$ cat src/rtl/div_unit_if.sv
// Handshake and data bundle between the EX stage and the iterative divider.
// The master modport is the EX side; the slave modport is the divider itself.
interface div_unit_if #(
   parameter int unsigned DATA_W = 32
);
   logic                  start_i;
   logic                  signed_div_i;
   logic [DATA_W-1:0]     opdata1_i;
   logic [DATA_W-1:0]     opdata2_i;
   logic                  annul_i;
   logic [2*DATA_W-1:0]   result_o;
   logic                  ready_o;
   logic                  stallreq_for_ex;

   modport master (
      output start_i, signed_div_i, opdata1_i, opdata2_i, annul_i,
      input  result_o, ready_o, stallreq_for_ex
   );

   modport slave (
      input  start_i, signed_div_i, opdata1_i, opdata2_i, annul_i,
      output result_o, ready_o, stallreq_for_ex
   );
endinterface

$ cat src/rtl/div_unit.sv
// Iterative radix-2 restoring divider for DIV/DIVU; one quotient bit per cycle.
// Produces {remainder, quotient} and stalls EX while a divide is in flight.
module div_unit #(
   parameter int unsigned DATA_W = 32
) (
   input logic       clk,
   input logic       rst,
   div_unit_if.slave bus
);
   localparam int unsigned CNT_W = $clog2(DATA_W);
   localparam int unsigned RES_W = 2 * DATA_W;

   typedef enum logic [1:0] {FREE, ZERO, ON, END} state_t;

   state_t              state;
   logic [CNT_W-1:0]    cnt;
   logic [DATA_W-1:0]   dvd;
   logic [DATA_W-1:0]   dsr;
   logic [DATA_W-1:0]   rem;
   logic                neg_q;
   logic                neg_r;
   logic [RES_W-1:0]    result;
   logic                ready;

   logic                a_neg;
   logic                b_neg;
   logic [DATA_W-1:0]   abs_a;
   logic [DATA_W-1:0]   abs_b;
   logic [DATA_W:0]     partial;
   logic [DATA_W:0]     diff;
   logic                q_bit;
   logic [DATA_W-1:0]   rem_nxt;
   logic [DATA_W-1:0]   quo_nxt;
   logic [DATA_W-1:0]   rem_fix;
   logic [DATA_W-1:0]   quo_fix;

   // Magnitudes of the operands; |0x80..0| wraps to itself, which is correct unsigned.
   always_comb begin
      a_neg = bus.signed_div_i & bus.opdata1_i[DATA_W-1];
      b_neg = bus.signed_div_i & bus.opdata2_i[DATA_W-1];
      abs_a = a_neg ? DATA_W'(-bus.opdata1_i) : bus.opdata1_i;
      abs_b = b_neg ? DATA_W'(-bus.opdata2_i) : bus.opdata2_i;
   end

   // One restoring step; dvd shifts dividend bits out the top and quotient bits in.
   always_comb begin
      partial = {rem, dvd[DATA_W-1]};
      diff    = partial - {1'b0, dsr};
      q_bit   = ~diff[DATA_W];
      rem_nxt = q_bit ? diff[DATA_W-1:0] : partial[DATA_W-1:0];
      quo_nxt = {dvd[DATA_W-2:0], q_bit};
      quo_fix = neg_q ? DATA_W'(-quo_nxt) : quo_nxt;
      rem_fix = neg_r ? DATA_W'(-rem_nxt) : rem_nxt;
   end

   always_ff @(posedge clk or negedge rst) begin
      if (!rst) begin
         state  <= FREE;
         cnt    <= '0;
         dvd    <= '0;
         dsr    <= '0;
         rem    <= '0;
         neg_q  <= 1'b0;
         neg_r  <= 1'b0;
         result <= '0;
         ready  <= 1'b0;
      end else begin
         case (state)
            FREE: begin
               if (bus.start_i && !bus.annul_i) begin
                  if (bus.opdata2_i == '0) begin
                     state <= ZERO;
                  end else begin
                     state <= ON;
                     dvd   <= abs_a;
                     dsr   <= abs_b;
                     rem   <= '0;
                     neg_q <= a_neg ^ b_neg;
                     neg_r <= a_neg;
                     cnt   <= '0;
                  end
               end
            end
            ZERO: begin
               if (bus.annul_i) begin
                  state <= FREE;
               end else begin
                  state  <= END;
                  result <= '0;
                  ready  <= 1'b1;
               end
            end
            ON: begin
               if (bus.annul_i) begin
                  state <= FREE;
               end else begin
                  dvd <= quo_nxt;
                  rem <= rem_nxt;
                  cnt <= cnt + CNT_W'(1);
                  if (cnt == CNT_W'(DATA_W - 1)) begin
                     state  <= END;
                     result <= {rem_fix, quo_fix};
                     ready  <= 1'b1;
                  end
               end
            end
            END: begin
               state <= FREE;
               ready <= 1'b0;
            end
            default: state <= FREE;
         endcase
      end
   end

   assign bus.result_o        = result;
   assign bus.ready_o         = ready;
   assign bus.stallreq_for_ex = bus.start_i & ~ready;
endmodule

$ cat src/flat_wrapper.sv
// flat-port wrapper written by rule: the top's interface ports become plain ports
module div_unit_flat 
#(
   parameter int unsigned DATA_W = 32
)
  (clk, rst, bus_start_i, bus_signed_div_i, bus_opdata1_i, bus_opdata2_i, bus_annul_i, bus_result_o, bus_ready_o, bus_stallreq_for_ex);
  div_unit_if #(.DATA_W(DATA_W)) bus_i ();
  input logic clk;
  input logic rst;
  input wire logic [$bits(bus_i.start_i)-1:0] bus_start_i;
  input wire logic [$bits(bus_i.signed_div_i)-1:0] bus_signed_div_i;
  input wire logic [$bits(bus_i.opdata1_i)-1:0] bus_opdata1_i;
  input wire logic [$bits(bus_i.opdata2_i)-1:0] bus_opdata2_i;
  input wire logic [$bits(bus_i.annul_i)-1:0] bus_annul_i;
  output wire logic [$bits(bus_i.result_o)-1:0] bus_result_o;
  output wire logic [$bits(bus_i.ready_o)-1:0] bus_ready_o;
  output wire logic [$bits(bus_i.stallreq_for_ex)-1:0] bus_stallreq_for_ex;
  assign bus_i.start_i = bus_start_i;
  assign bus_i.signed_div_i = bus_signed_div_i;
  assign bus_i.opdata1_i = bus_opdata1_i;
  assign bus_i.opdata2_i = bus_opdata2_i;
  assign bus_i.annul_i = bus_annul_i;
  assign bus_result_o = bus_i.result_o;
  assign bus_ready_o = bus_i.ready_o;
  assign bus_stallreq_for_ex = bus_i.stallreq_for_ex;
  div_unit #(.DATA_W(DATA_W)) u_core (.clk(clk), .rst(rst), .bus(bus_i));
endmodule
$ cat config.mk
export PLATFORM = sky130hd
export DESIGN_NAME = div_unit_flat
export DESIGN_NICKNAME = d
export VERILOG_FILES = /design/src/rtl/div_unit_if.sv /design/src/rtl/div_unit.sv /design/src/flat_wrapper.sv
export SDC_FILE = /design/constraint.sdc
export NUM_CORES = 1
export LEC_CHECK = 0
export ABC_AREA = 1
export ABC_CLOCK_PERIOD_IN_PS = 8600
export BUFFER_PORTS_ARGS = -buffer_cell sky130_fd_sc_hd__buf_2
export CAP_MARGIN = 20
export CORE_UTILIZATION = 65
export DETAILED_ROUTE_END_ITERATION = 6
export GPL_TIMING_DRIVEN = 1
export PLACE_DENSITY = 0.87
export REMOVE_ABC_BUFFERS = 1
export SYNTH_ARGS = -nofsm -noshare
export SYNTH_HDL_FRONTEND = slang
export SYNTH_SLANG_ARGS = --single-unit
$ cat constraint.sdc
create_clock -name clk -period 8.6 [get_ports clk]
set_clock_uncertainty 0.15 [all_clocks]
set_input_delay 0.86 -clock clk [delete_from_list [all_inputs] [get_ports clk]]
set_output_delay 0.86 -clock clk [all_outputs]
set_load 0.01 [all_outputs]
== Yosys cells after proc, flatten, opt, wreduce, memory -nomap -nowiden ==
Cells that the tools add are included.

* Bits in registers: 170
* Bits of input ports: 69
* Word-level logic and storage cells: 75
* Output and inout port bits: 66

* Add/subtract/negate cells: 6
* Multiplexer cells: 31
* Eq/ne operators: 10
* Reductions and logical operators: 12
* Bitwise operators: 7

{| class="wikitable"
|+ Operator list
! kind !! count
|-
| 32-bit two-way mux || 11
|-
| 64-bit two-way mux || 3
|-
| 32-bit negator || 4
|-
| 32-bit one-hot mux with 2 select lines || 2
|-
| 64-bit one-hot mux with 2 select lines || 1
|-
| 33-bit by 32-bit subtractor with 33-bit output || 1
|-
| 32-bit logical NOT || 1
|-
| 5-bit two-way mux || 3
|-
| 4-bit AND reduction || 3
|-
| 2-bit two-way mux || 5
|-
| 5-bit one-hot mux with 2 select lines || 1
|-
| 2-bit one-hot mux with 4 select lines || 1
|-
| 2-bit inequality test (second input constant) || 3
|-
| 5-bit by 1-bit adder with 5-bit output (second input constant) || 1
|-
| 5-bit == test (second input constant) || 1
|-
| 2-bit == test (second input constant) || 2
|-
| 2-bit by 1-bit inequality test with 1-bit output (second input constant) || 2
|-
| 2-bit nonzero test || 2
|-
| 1-bit bitwise AND || 3
|-
| 1-bit two-way mux || 3
|-
| 3-bit by 2-bit inequality test with 1-bit output (second input constant) || 1
|-
| 1-bit inverter || 3
|-
| 1-bit one-hot mux with 3 select lines || 1
|-
| 3-bit AND reduction || 1
|-
| 7 further kinds || 7
|}

== Longest topological paths before layout ==
Gate-level depths: netlist of the first run.

* Word-level depth: 7
* Gate-level depth with buffers: 31
* Depth with buffers taken out: 30

== Worst setup path before layout of the first run ==
No wires, ideal clock.

* Path type: register to register
* Start point: register u_core.dvd[31]
* End point: register u_core.result[26], in the netlist u_core.bus.result_o[26]
* Library setup time: 0.123 ns
* Arrival time: 3.743 ns
* Data required time: 8.327 ns
* Period minus slack after synthesis: 4.016 ns
* Cell stages (with the launch flop): 31
* Buffers on the path: 1
* Path slack: 4.584 ns
* Cell sequence: dfrtp_1 inv_1 ha_1 inv_1 fa_1 nand2_1 nand2_1 nand3b_1 nand2_2 nand2_4 nand2_4 nand2_4 nand3_2 nand2_8 buf_6 ha_1 nand3_1 nor3_1 inv_1 nor2_1 nand3_1 nor2_2 nand3_1 nand2_1 nand2_1 a21oi_1 inv_1 a21oi_1 a21oi_1 o21ai_0 nand2_1

* Word-level cells in the longest chain between the ends: 7

{| class="wikitable"
|+ Ends and longest elaborated chain
! element !! RTL line !! RTL
|-
| start: declaration || div_unit.sv:17 || <nowiki>logic [DATA_W-1:0] dvd;</nowiki>
|-
| start signal: assignment || div_unit.sv:75 || <nowiki>dvd <= abs_a;</nowiki>
|-
| start signal: assignment || div_unit.sv:97 || <nowiki>dvd <= quo_nxt;</nowiki>
|-
| 33-bit by 32-bit subtractor with 33-bit output || div_unit.sv:48 || <nowiki>diff = partial - {1'b0, dsr};</nowiki>
|-
| 1-bit inverter || div_unit.sv:49 || <nowiki>q_bit = ~diff[DATA_W];</nowiki>
|-
| 32-bit negator || div_unit.sv:52 || <nowiki>quo_fix = neg_q ? DATA_W'(-quo_nxt) : quo_nxt;</nowiki>
|-
| 32-bit two-way mux || div_unit.sv:52 ||
|-
| 64-bit two-way mux || div_unit.sv:100 || <nowiki>if (cnt == CNT_W'(DATA_W - 1)) begin</nowiki>
|-
| 64-bit two-way mux || div_unit.sv:94 || <nowiki>if (bus.annul_i) begin</nowiki>
|-
| 64-bit one-hot mux with 2 select lines || div_unit.sv:68 || <nowiki>case (state)</nowiki>
|-
| end signal: assignment || div_unit.sv:102 || <nowiki>result <= {rem_fix, quo_fix};</nowiki>
|-
| end: declaration || div_unit.sv:22 || <nowiki>logic [RES_W-1:0] result;</nowiki>
|}

Every way passes these cells. The select of a mux whose other input is x is not followed.
A chain may end at the register's enable or synchronous reset.

== Final worst setup path of the first run ==
Ends and elaborated chain as after synthesis.

==> results.json, run 1 <==
{
  "drt_iter0_markers": 1438,
  "n_antenna_cell": 0,
  "vias": 14400,
  "finalHoldViolCount": 0,
  "ys_types": 54,
  "avgRoutedWirePerCell_um": 17.4,
  "drv_cap": 0,
  "cp_common_cell": "nand2_1",
  "slew_headroom_pct": 33.5,
  "dieWidth_um": 146,
  "pwr-share-comb_pct": 68.0,
  "fmax_mhz": 198,
  "layout_commonest_cell": "nand2_1",
  "postRouteAntennaNets": 0,
  "fp.dieH_um": 146,
  "worst-path-buf-inv": 4,
  "grt_setup_unrepaired": "false",
  "finalPower_w": 0.00682,
  "drt-total-wl_um": 42700,
  "setup_tns_ps": 0,
  "synthCells": 2070,
  "critPathTopFamily": "simple AND/OR/NAND/NOR gates",
  "drc": 0,
  "cts_setup_buffers": 0,
  "status": "complete, no violations",
  "mostFrequentLayoutCells": "711 x nand2_1, 299 x inv_1, 170 x dfrtp_1",
  "slew_viol_final": 0,
  "cts_resized": 0,
  "grt_overflow": 0,
  "p_switching_w": 0.00385,
  "nNetsFinal": 2284,
  "tightest_slew_ps": 998,
  "synth_area_per_cell_um2": 6.50,
  "cts_buffers": 17,
  "leakage_nw": 8.11,
  "synth_async_sr_flop_share_pct": 100,
  "place.gp.congestion": 1.06,
  "seq_area_frac_synth_pct": 31.6,
  "crit_type": "reg -> reg",
  "clk_latency_ps": 440,
  "vias_per_cell": 5.85,
  "grt_max_degree": 99,
  "ir_worst_vdd_uv": 217,
  "io_buffers": 134,
  "synth-edff-count": 0,
  "hold_class": "reg -> reg",
  "core_area_mm2": 0.0202,
  "track_usage_pct": 41.0,
  "crit_path_end_kind": "flip-flop",
  "synthTopCellsByArea": "dfrtp_1 32%, nand2_1 20%, inv_1 8.4%, nor2_1 4.7%, o21ai_0 4.6%",
  "dp_hpwl_um": 32400,
  "cts_tree": "done",
  "cts_hold_buf": 0,
  "area_growth_pct": 9.93,
  "cts_root_buf": "clkbuf_16",
  "h-tree-depth": 4,
  "crit_path_max_incr_delay_ps": 430,
  "ys.flop_type": "dfrtp_1",
  "grt_pass1_vias": 13700,
  "finalCritPeriodShare_pct": 58.7,
  "drt-pass1-iter-count": 7,
  "path_clk_slew_ps": 80,
  "ios": 135,
  "syn_area_mm2": 0.0135,
  "rows": 52,
  "fin_crit_ps": 5050,
  "start_kind": "flip-flop",
  "synth_top_area_share_pct": 31.6,
  "power_switching_share_pct": 56.4,
  "clkPwrFrac_pct": 11.1,
  "worstPathMaxFanout": 45,
  "ys_ff_latch": 170,
  "antenna_found_initial": 0,
  "drive_above_1_share_pct": 11.9,
  "crit_required_ps": 8770,
  "intPower_w": 0.00297,
  "critical_path_arrival_ps": 5210,
  "initial_core_util_pct": 66.5,
  "critPathSlowestCell": "fa_1",
  "power_density_mw_per_mm2": 461,
  "cts_sinks": 170,
  "seqPwrFrac_pct": 20.9,
  "synth_warnings": 0,
  "die-area_mm2": 0.0213,
  "grt_pass1_wl_um": 68500,
  "yosysTopAreaCell": "dfrtp_1",
  "clock_path_buffers": 2,
  "setup_viol_count_final": 0
}
## through the flow
stage / hold WS (ps) / setup slack, ps / cells / area (µm²) / utilization [%]
after CTS: 331 / 3720 / 2453 / 14800 / 73.0
after detailed placement: 311 / 3740 / 2421 / 14200 / 70.2
after global routing: 348 / 2990 / 2454 / 14800 / 73.1
after floorplan: 303 / 438 / 2009 / 13100 / -
after global placement: 308 / 3970 / 2421 / 14200 / 70.2
final: 325 / 3550 / 2454 / 14800 / 73.1
## registers in the layout, summed over array words and instances (netlist names)
signal and cells:
u_core.dvd 32, u_core.bus.result_o 64, u_core.cnt 5, u_core.neg_q 1, u_core.rem 32, u_core.bus.ready_o 1
u_core.neg_r 1, u_core.dsr 32, u_core.state 2
## cells in the mapped netlist, types with 4 or more instances
library cell / number
a31oi_1: 5
a21oi_1: 53
ha_1: 43
xnor2_1: 17
buf_1: 12
o211ai_1: 6
nor4_1: 11
dfrtp_1: 170
nand2_1: 711
nand2_4: 9
nor3_1: 32
o21ai_0: 125
nor2_1: 169
nand3_2: 4
xor2_1: 53
nand4_1: 21
buf_6: 8
o31ai_1: 5
o21ai_1: 16
inv_2: 9
nand2_2: 34
nand3_1: 100
o22ai_1: 28
clkbuf_1: 34
o221ai_1: 27
nand3b_1: 8
inv_1: 301
nor2_2: 11
a22oi_1: 5
## power by group through the flow
stage | registers [W] | clock network, W | logic (W)
2_1_floorplan | 0.00144 | 0 | 0.00315
3_5_place_dp | 0.00142 | 0 | 0.00449
6_report | 0.00142 | 0.000759 | 0.00464
4_1_cts | 0.00141 | 0.000753 | 0.00454
3_3_place_gp | 0.00141 | 0 | 0.00441
5_1_grt | 0.00145 | 0.000787 | 0.00516
## tightest hold or removal path: stages (launching register included)
cell     delay (ps)
dfrtp_1         340
nand2_1          50
nand2_1          50
## cells by family after synthesis
kind of cell / Yosys count / synth area share [%]
xor gates and xnor gates: 70 / 4.56
muxes: 1 / 0.0744
DFF: 170 / 31.6
adders and majority gates: 44 / 4.15
AOI/OAI and AO/OA: 289 / 12.7
and+or+nand+nor: 1123 / 35.7
buffers and inverters: 373 / 11.2
## path summary, 6_finish.rpt
path / from / slack, ps / to / cells after the start
max in group asynchronous: rst / 6340 / u_core.rem[3]$_DFFE_PN0P_ / 2
setup reg to reg: u_core.dvd[31]$_DFFE_PN0P_ / 3550 / u_core.bus.result_o[26]$_DFFE_PN0P_ / 29
min in group asynchronous: rst / 350 / u_core.rem[25]$_DFFE_PN0P_ / 1
hold reg to reg: u_core.bus.result_o[52]$_DFFE_PN0P_ / 330 / u_core.bus.result_o[52]$_DFFE_PN0P_ / 2
setup / recovery: u_core.dvd[31]$_DFFE_PN0P_ / 3550 / u_core.bus.result_o[26]$_DFFE_PN0P_ / 29
hold / removal: u_core.bus.result_o[52]$_DFFE_PN0P_ / 330 / u_core.bus.result_o[52]$_DFFE_PN0P_ / 2
## area by class of cell
cell class	instances	area, µm²
well taps	270	338
fillers	1747	5440
clock buffers	19	443
clock inverters	13	123
multi-input cells	1527	7710
inverters	312	1170
repair buffers	143	757
flip-flops and latches	170	4250
## routing by layer
metal | vias to the layer above | global-route usage, % | wire (µm) | part of all wire (%)
li1 | 6785 | - | - | -
met1 | 6587 | 52.3 | 17100 | 40
met2 | 784 | 65.2 | 19300 | 45
met3 | 194 | 6.08 | 3440 | 8.1
met4 | 0 | 26.5 | 2810 | 6.6
met5 | - | 0 | 0 | 0
Note: power is estimated with default switching activity, not from simulation.
==> run 2: changes to the inputs <==
--- a/config.mk
+++ b/config.mk
@@ -6,13 +6,13 @@
 export NUM_CORES = 1
 export LEC_CHECK = 0
 export ABC_AREA = 1
-export ABC_CLOCK_PERIOD_IN_PS = 8600
+export ABC_CLOCK_PERIOD_IN_PS = 4500
 export BUFFER_PORTS_ARGS = -buffer_cell sky130_fd_sc_hd__buf_2
 export CAP_MARGIN = 20
-export CORE_UTILIZATION = 65
+export CORE_UTILIZATION = 55
 export DETAILED_ROUTE_END_ITERATION = 6
 export GPL_TIMING_DRIVEN = 1
-export PLACE_DENSITY = 0.87
+export PLACE_DENSITY = 0.78
 export REMOVE_ABC_BUFFERS = 1
 export SYNTH_ARGS = -nofsm -noshare
 export SYNTH_HDL_FRONTEND = slang
==> constraint.sdc (replaced) <==
create_clock -name clk -period 4.5 [get_ports clk]
set_clock_uncertainty 0.15 [all_clocks]
set_input_delay 0.45 -clock clk [delete_from_list [all_inputs] [get_ports clk]]
set_output_delay 0.45 -clock clk [all_outputs]
set_load 0.01 [all_outputs]
==> results.json, run 2 (synthesis results as in run 1) <==
{
  "core_area_mm2": 0.0238,
  "crit_required_ps": 4690,
  "grt_pass1_wl_um": 69000,
  "ir_worst_vdd_uv": 428,
  "busiest_layer": "met2",
  "vias_per_cell": 5.51,
  "met2_usage_pct": 58.4,
  "finalCritPeriodShare_pct": 92.0,
  "die-area_mm2": 0.0251,
  "leakage_nw": 8.19,
  "grt_use_met1_pct": 48.0,
  "dp_hpwl_um": 33800,
  "fp.dieH_um": 158,
  "track_usage_pct": 36.1,
  "drv_cap": 0,
  "clk_latency_ps": 450,
  "h-tree-depth": 4,
  "fin_cells": 2516,
  "drt_iter0_markers": 1348,
  "dieWidth_um": 158,
  "grt_pass1_vias": 12900,
  "tightest_slew_ps": 950,
  "slew_viol_final": 0,
  "grt_max_degree": 91,
  "rows": 56,
  "hold_class": "in -> reg",
  "place.gp.congestion": 0.969,
  "mostFrequentLayoutCells": "710 x nand2_1, 300 x inv_1, 170 x dfrtp_1",
  "power_density_mw_per_mm2": 877,
  "worstPathMaxFanout": 11,
  "layout_commonest_cell": "nand2_1",
  "fill_cells": 2277,
  "finalPower_w": 0.0132,
  "cts_sinks": 170,
  "status": "complete, no violations",
  "slew_headroom_pct": 36.6,
  "cts_buffers": 17,
  "fin_util_pct": 63.2,
  "largest_register_ffs": 64,
  "dp.cells": 2479,
  "io_buffers": 134,
  "start_kind": "flip-flop",
  "fmax_mhz": 242,
  "critical_path_arrival_ps": 4330,
  "drt-total-wl_um": 43700,
  "area_growth_pct": 11.5,
  "crit_type": "reg -> reg",
  "initial_core_util_pct": 56.7,
  "clock_path_buffers": 2,
  "drc": 0,
  "gr-usage-met3_pct": 5.14,
  "avgRoutedWirePerCell_um": 17.4,
  "vias": 13900,
  "fin_crit_ps": 4140,
  "crit_path_end_kind": "flip-flop",
  "antenna_found_initial": 0,
  "drt-pass1-iter-count": 5,
  "postRouteAntennaNets": 0,
  "ios": 135,
  "setup_viol_count_final": 0,
  "nNetsFinal": 2296,
  "drive_above_1_share_pct": 12.6,
  "cts_root_buf": "clkbuf_16",
  "grt_overflow": 0,
  "path_clk_slew_ps": 80,
  "cts_tree": "done",
  "finalHoldViolCount": 0
}
[run 2: cell types whose count changed in the layout (fill, tap and decap cells not counted), moves of 2 or more]
cell	previous run	this run
clkinv_4	1	3
inv_8	2	4
buf_4	8	19
clkinvlp_4	3	0
[run 2: path summary, 6_finish.rpt]
| kind | startpoint | depth (start not counted) | slack (ps) | endpoint |
|---|---|---|---|---|
| min | bus_opdata1_i[28] | 3 | 170 | u_core.dvd[28]$_DFFE_PN0P_ |
| max reg2reg | u_core.rem[21]$_DFFE_PN0P_ | 25 | 360 | u_core.bus.result_o[26]$_DFFE_PN0P_ |
| max in group asynchronous | rst | 3 | 2680 | u_core.dsr[18]$_DFFE_PN0P_ |
| min reg2reg | u_core.bus.result_o[51]$_DFFE_PN0P_ | 2 | 330 | u_core.bus.result_o[51]$_DFFE_PN0P_ |
| max | u_core.rem[21]$_DFFE_PN0P_ | 25 | 360 | u_core.bus.result_o[26]$_DFFE_PN0P_ |
| min in group asynchronous | rst | 2 | 490 | u_core.rem[24]$_DFFE_PN0P_ |
[run 2: what timing repair did]
action                                  CTS  global route
buffers inserted                          0             3
resized for setup                         0             8
hold endpoints to repair                 80             0
hold buffers                              1             0
endpoints found under the setup margin    0             5
[run 2: final cells by class]
type / instances / area, µm² / share of cell area, %
sequential: 170 / 4250 / 28.3
inverter: 312 / 1170 / 7.80
timing repair buffer: 155 / 850 / 5.66
tap: 319 / 399 / 2.66
clock inverter: 14 / 148 / 0.984
multi-input combinational: 1527 / 7740 / 51.6
antenna: 1 / 2.50 / 0.0167
clock buffer: 18 / 439 / 2.93
[run 2: worst max-delay path, stage by stage, from the launching register on]
cell and delay [ps]:
dfrtp_1 450, ha_1 390, nand2_1 130, nor2_1 210, nand2_1 140, nor2_2 150
nand2_4 100, nand2_4 120, nand2_4 130, nand2_8 90, ha_1 180, nand3_1 120
nor3_2 170, inv_1 110, nor2_2 160, nand3_2 130, nor2_4 190, nand3_1 110
nand2_1 110, nand2_2 100, a21oi_2 130, inv_1 80, a21oi_1 150, a21oi_1 90
o21ai_0 70, nand2_1 60
[run 2: routing by layer]
metal / vias up / part of all wire, %
li1: 6817 / -
met1: 6376 / 43
met2: 574 / 46
met3: 104 / 7.2
met4: 0 / 4.1
met5: - / 0
[run 2: stage by stage]
step	hold slack, ps	setup TNS [ps]	setup WS (ps)	area, µm²
3_5_place_dp	312	0	109	14400
6_report	165	0	361	15000
2_1_floorplan	4.41	-204080	-3250	13100
5_1_grt	180	-38.0	-38.0	15000
3_3_place_gp	309	0	186	14400
4_1_cts	165	0	97.7	14900
[run 2: report_power, final]
part	leakage [nW]	total, W	internal, W	switching [W]
Sequential	2.16	0.00274	0.00219	0.000553
Clock	0.290	0.00150	0.000758	0.000742
Combinational	5.75	0.00892	0.00282	0.00611
